--- src/rtl/mips_multicycle_ctrl.sv ---
// mips_multicycle_ctrl: multi-cycle FETCH/DECODE/EXEC/MEM/WB sequencer for the 16-bit mini MIPS datapath.
module mips_multicycle_ctrl #(
  parameter int CNT_W = 16,
  parameter int MEM_TIMEOUT = 15,
  parameter int TO_W = 4
) (
  input  logic             clock,
  input  logic             rst_n,
  input  logic             run,
  input  logic [3:0]       op,
  input  logic             zero,
  input  logic             imem_ready,
  input  logic             dmem_ready,
  output logic             imem_req,
  output logic             ir_write,
  output logic             pc_write,
  output logic [1:0]       pc_src,
  output logic             reg_write,
  output logic             reg_dst,
  output logic             alu_src,
  output logic             mem_to_reg,
  output logic [2:0]       alu_op,
  output logic             dmem_read,
  output logic             dmem_write,
  output logic [2:0]       state,
  output logic             retired,
  output logic [CNT_W-1:0] instr_count,
  output logic [1:0]       trap
);
  typedef enum logic [2:0] {IDLE, FETCH, DECODE, EXEC, MEM, WB, HALT} state_t;
  state_t st;
  logic [TO_W-1:0] wait_cnt;
  logic is_lw, is_sw, is_br, is_j, taken, waiting, timeout;
  always_comb begin
    is_lw = op == 4'd4;
    is_sw = op == 4'd5;
    is_br = op == 4'd6 || op == 4'd7;
    is_j = op == 4'd8;
    taken = (op == 4'd6 && zero) || (op == 4'd7 && !zero);
    waiting = (st == FETCH && !imem_ready) || (st == MEM && !dmem_ready);
    timeout = waiting && wait_cnt == TO_W'(MEM_TIMEOUT - 1);
    retired = (st == EXEC && (is_br || is_j)) || (st == MEM && is_sw && dmem_ready) || st == WB;
    imem_req = st == FETCH;
    ir_write = st == FETCH && imem_ready;
    pc_write = ir_write || (st == EXEC && (is_j || taken));
    pc_src = st == EXEC ? (is_j ? 2'b10 : {1'b0, taken}) : 2'b00;
    reg_write = st == WB;
    reg_dst = st == WB && op == 4'd0;
    mem_to_reg = st == WB && is_lw;
    alu_src = (st == EXEC && op >= 4'd1 && op <= 4'd5) || st == MEM || (st == WB && is_lw);
    alu_op = st != EXEC ? 3'b000 :
             op == 4'd0 ? 3'b010 :
             op == 4'd2 ? 3'b011 :
             op == 4'd3 ? 3'b100 :
             is_br      ? 3'b001 : 3'b000;
    dmem_read = st == MEM && is_lw;
    dmem_write = st == MEM && is_sw;
    state = st;
  end
  // wait_cnt is zero on entry to FETCH/MEM because every other state clears it
  always_ff @(posedge clock or negedge rst_n) begin
    if (!rst_n) begin
      st <= IDLE;
      wait_cnt <= '0;
      instr_count <= '0;
      trap <= 2'b00;
    end else begin
      wait_cnt <= waiting ? wait_cnt + 1'b1 : '0;
      if (retired) instr_count <= instr_count + 1'b1;
      if (timeout) trap <= 2'b10;
      if (st == DECODE && op >= 4'd9) trap <= 2'b01;
      if (timeout) st <= HALT;
      else if (retired) st <= run ? FETCH : IDLE;
      else
        case (st)
          IDLE:    st <= run ? FETCH : IDLE;
          FETCH:   st <= imem_ready ? DECODE : FETCH;
          DECODE:  st <= op >= 4'd9 ? HALT : EXEC;
          EXEC:    st <= (is_lw || is_sw) ? MEM : WB;
          MEM:     st <= dmem_ready ? WB : MEM;
          default: st <= st;
        endcase
    end
  end
endmodule

--- config.mk ---
export PLATFORM = sky130hd
export DESIGN_NAME = mips_multicycle_ctrl
export DESIGN_NICKNAME = d
export VERILOG_FILES = /design/src/rtl/mips_multicycle_ctrl.sv
export SDC_FILE = /design/constraint.sdc
export NUM_CORES = 1
export LEC_CHECK = 0
export CORE_ASPECT_RATIO = 0.5
export CORE_MARGIN = 4
export CORE_UTILIZATION = 43
export CTS_BUF_LIST = sky130_fd_sc_hd__clkbuf_8
export DETAILED_ROUTE_END_ITERATION = 10
export PLACE_DENSITY = 0.89
export SKIP_LAST_GASP = 1
export SLEW_MARGIN = 20
export SYNTH_ARGS = -nofsm -noshare
export SYNTH_HDL_FRONTEND = slang
export SYNTH_SLANG_ARGS = --single-unit
--- constraint.sdc ---
create_clock -name clock -period 2.15 [get_ports clock]
set_input_delay 0.5375 -clock clock [delete_from_list [all_inputs] [get_ports clock]]
set_output_delay 0.5375 -clock clock [all_outputs]
set_load 0.005 [all_outputs]
==> impl_summary.txt <==
----------------------------------------------------
[Synth]
  Post-synth cell types ... 41
  Part of the Yosys area used for sequential elements ... 42.7%
  Library cell occupying the most area in the post-synthesis netlist ... dfrtp_1
  EDFF count, synth ... 0
  Fraction of registers with async set or reset after synthesis ... 100%
  Ys Warns ... 0
  Largest cells by area after synthesis ... dfrtp_1 43%, xnor2_1 9.6%, nand3_1 3.1%
  Net Count, Synth ... 161
  Area fraction of the dominant cell type after synthesis ... 42.7%
  Cells after Synth ... 148
  Number of storage elements in the synthesis netlist ... 25
  Post-Syn Area per Cell ... 9.91 µm²
  Total standard cell area after synthesis ... 1470 µm²
  Dominant synthesized flop cell ... dfrtp_1

[Die]
  Site Rows ... 14
  Area enclosed by the die boundary ... 4470 µm²
  Core Footprint ... 3140 µm²
  Floorplan die height ... 49.3 µm
  Starting Density ... 46.8%
  Die width ... 90.6 µm
  I/O pin cnt ... 46

[STA]
  Transition time at the pin with the least slew margin ... 313 ps
  Crit path time final ... 2270 ps
  Slew Viols, Final ... 0
  Timing-limited maximum frequency ... 440 MHz
  Slew margin rel. ... 78.8%
  Clock Skews ... 1.71 ps
  Post-route fraction of the period consumed by the critical path ... 106%
  Final hold violations ... 0
  Smallest hold slack ... 473 ps
  Final Setup Violations ... 6
  Unrepaired setup endpoints after global routing ... yes
  Post-layout worst setup margin ... -121 ps

[Final layout]
  Commonest non-fill, non-tap cells in the layout ... 39 x buf_4, 25 x clkdlybuf4s50_1, 23 x dfrtp_1, 15 x xnor2_1, 9 x nand3_1
  Commonest non-fill, non-tap cell in the layout ... buf_4
  Ratio of cells with drive above 1 in the final layout ... 40.9%
  Layout-stage area growth over the synthesis result ... 65.8%
  Count of inserted antenna diode cells ... 0
  Final std cell area, no fill ... 2430 µm²
  Number of nets in the final layout ... 249

[Clock network]
  Total of hold buffers inserted after clock tree synthesis ... 0
  Clock sink count ... 25
  Skew-Pair Late Insertion Delay ... 270 ps
  Total number of H-tree levels ... 1
  TritonCTS Buffers ... 3
  Maximum clock path buffer count ... 2
  Clock transition at the registers of the reported paths ... 90 ps
  CTS tree ... yes
  Clock tree root driver cell ... clkbuf_8

[Critical path]
  Buf/Inv on CP ... 3
  Setup crit start kind ... register
  Worst R2R End ... instr_count[4]
  Data required time of the worst path ... 1610 ps
  Crit Reg-Reg Startpoint ... state[1]
  Critical Path Sink Type ... output pin
  Slack of the worst reg-to-reg path ... 110 ps
  Top cell family by delay on the critical path ... simple AND/OR/NAND/NOR gates
  Critical path's largest stage delay ... 430 ps
  Kind of critical path ... reg2out
  Maximum fanout count along the critical path ... 4
  Worst R2R Path Depth ... 9
  Crit-path cells ... nand3b_1, buf_4, nor2_4, nand2_4, buf_6, nor3b_2, buf_2
  Highest-delay cell along the critical path ... dfrtp_1
  Crit path arrival time ... 1730 ps
  Cell depth of the worst setup path ... 7

[Outcome]
  Status ... finished with violations
  Violations in the final reports ... setup timing

[Global route]
  Global-route wire length before repair ... 7730 µm
  Remaining Overflow, GRT ... 0
  Maximum number of pins on one net before global-route repair ... 26
  Antenna violations before repair ... 0
  Gr usage total ... 21.6%
  Number of global-route vias before repair ... 1573

[Detailed routing]
  Initial detailed-routing violation count ... 124
  Number of vias in the routed layout ... 1581
  Final wirelength ... 5390 µm
  Post-detailed-route wirelength per cell ... 19.6 µm
  Per-cell via count in the routed design ... 5.75
  Remaining antenna violation count ... 0
  Iteration count of the initial detailed-routing pass ... 4
  DRC errors left ... 0

[Place]
  Instance area at placement ... 2160 µm²
  Detailed placer's ending HPWL ... 3040 µm
  Weighted congestion at the end of routability-driven global placement ... 0.785
  Port bufs ... 45

[Worst hold path]
  Number of instances on the worst hold path ... 1
  End point of the worst hold path ... instr_count[15]
  Startpoint of the most critical hold path ... instr_count[15]
  Worst hold path type ... reg2reg

[Run]
  Maximum Capacitance Violations ... 0

[Pwr]
  Leakage ... 1.19 nW
  Max VDD drop ... 0.218 mV
  Ratio of total power to cell area ... 351 nW/µm²

----------------------------------------------------
## cell type report
cell class	instances	area (µm²)
clock buffer	3	41.3
multi-input combinational	109	936
inverter	6	22.5
clock inverter	1	5.00
tap	40	50.0
timing repair buffer	91	748
fill	155	704
sequential	25	628
## worst max-delay path by stage
stage / to / slack (ps) / from
after floorplan: retired / 20 / op[3]
after global placement: retired / -740 / op[2]
after detailed placement: retired / -810 / op[2]
after CTS: retired / -160 / op[0]
after global routing: alu_op[2] / -200 / state[2]
final: alu_op[2] / -120 / state[2]
## cell usage after synthesis, drive strengths merged (2+ instances only)
| library cell | number |
|---|---|
| nor4 | 2 |
| o21ai | 2 |
| ha | 3 |
| nand2b | 3 |
| nand4 | 6 |
| xnor2 | 16 |
| or2 | 2 |
| dfrtp | 25 |
| nand3 | 9 |
| o21a | 4 |
| o32ai | 2 |
| nand2 | 11 |
| xor2 | 2 |
| or3 | 2 |
| nand3b | 3 |
| nor2 | 11 |
| o31a | 2 |
| and3 | 7 |
| nor4b | 2 |
| a21oi | 3 |
| inv | 6 |
| clkbuf | 4 |
| nor3b | 4 |
| buf | 4 |
| nor3 | 4 |
## worst register-to-register path: stages, from the launching register on
cell	delay, ps
dfrtp_2	470
buf_4	160
nand2b_4	170
nor3_4	220
buf_4	140
buf_4	100
buf_4	120
o21a_1	240
nand3_1	150
xnor2_1	150
## stage by stage
step | std cells | TNS, ps | power, mW | util, % | setup WS (ps)
floorplan | 148 | 0 | 0.506 | - | 20.2
global placement | 257 | -11760 | 0.555 | 68.9 | -741
detailed placement | 257 | -14040 | 0.557 | 68.9 | -808
CTS | 268 | -416 | 0.841 | 73.6 | -163
global route | 275 | -980 | 0.891 | 77.5 | -202
finish | 275 | -348 | 0.854 | 77.5 | -121
## registers in the layout (all words and copies together), names as in the netlist
| name | count |
|---|---|
| state | 3 |
| trap | 2 |
| instr_count | 16 |
| wait_cnt | 4 |
## power by group
part	internal, mW	total, mW	leakage [nW]	switching, mW
Combinational	0.0476	0.102	0.843	0.0543
Sequential	0.472	0.473	0.323	0.00114
Clock	0.130	0.279	0.0255	0.149
## layer usage
metal  part of all wire, %  track usage, %  wire, µm  vias up
met1                    40            24.5      2160      758
li1                      -               -         -      695
met4                   2.4            7.87       130        0
met2                    49            39.9      2630      110
met5                     0               0         0        -
met3                   8.7            5.08       471       18
## cell families after synthesis
kind of cell,Yosys count,share of synthesized area [%]
buf+inv,14,4.78
mux,2,1.45
simple gates,69,26.8
fa+ha+maj,3,2.56
compound gates,17,11.0
flops,25,42.7
xor+xnor,18,10.8
## what timing repair did
action | CTS | global route
endpoints found under the setup margin | 29 | 14
pin swaps | 12 | 17
resized for setup | 65 | 35
buffers inserted | 8 | 7
Power figures use the tool's default switching activity.
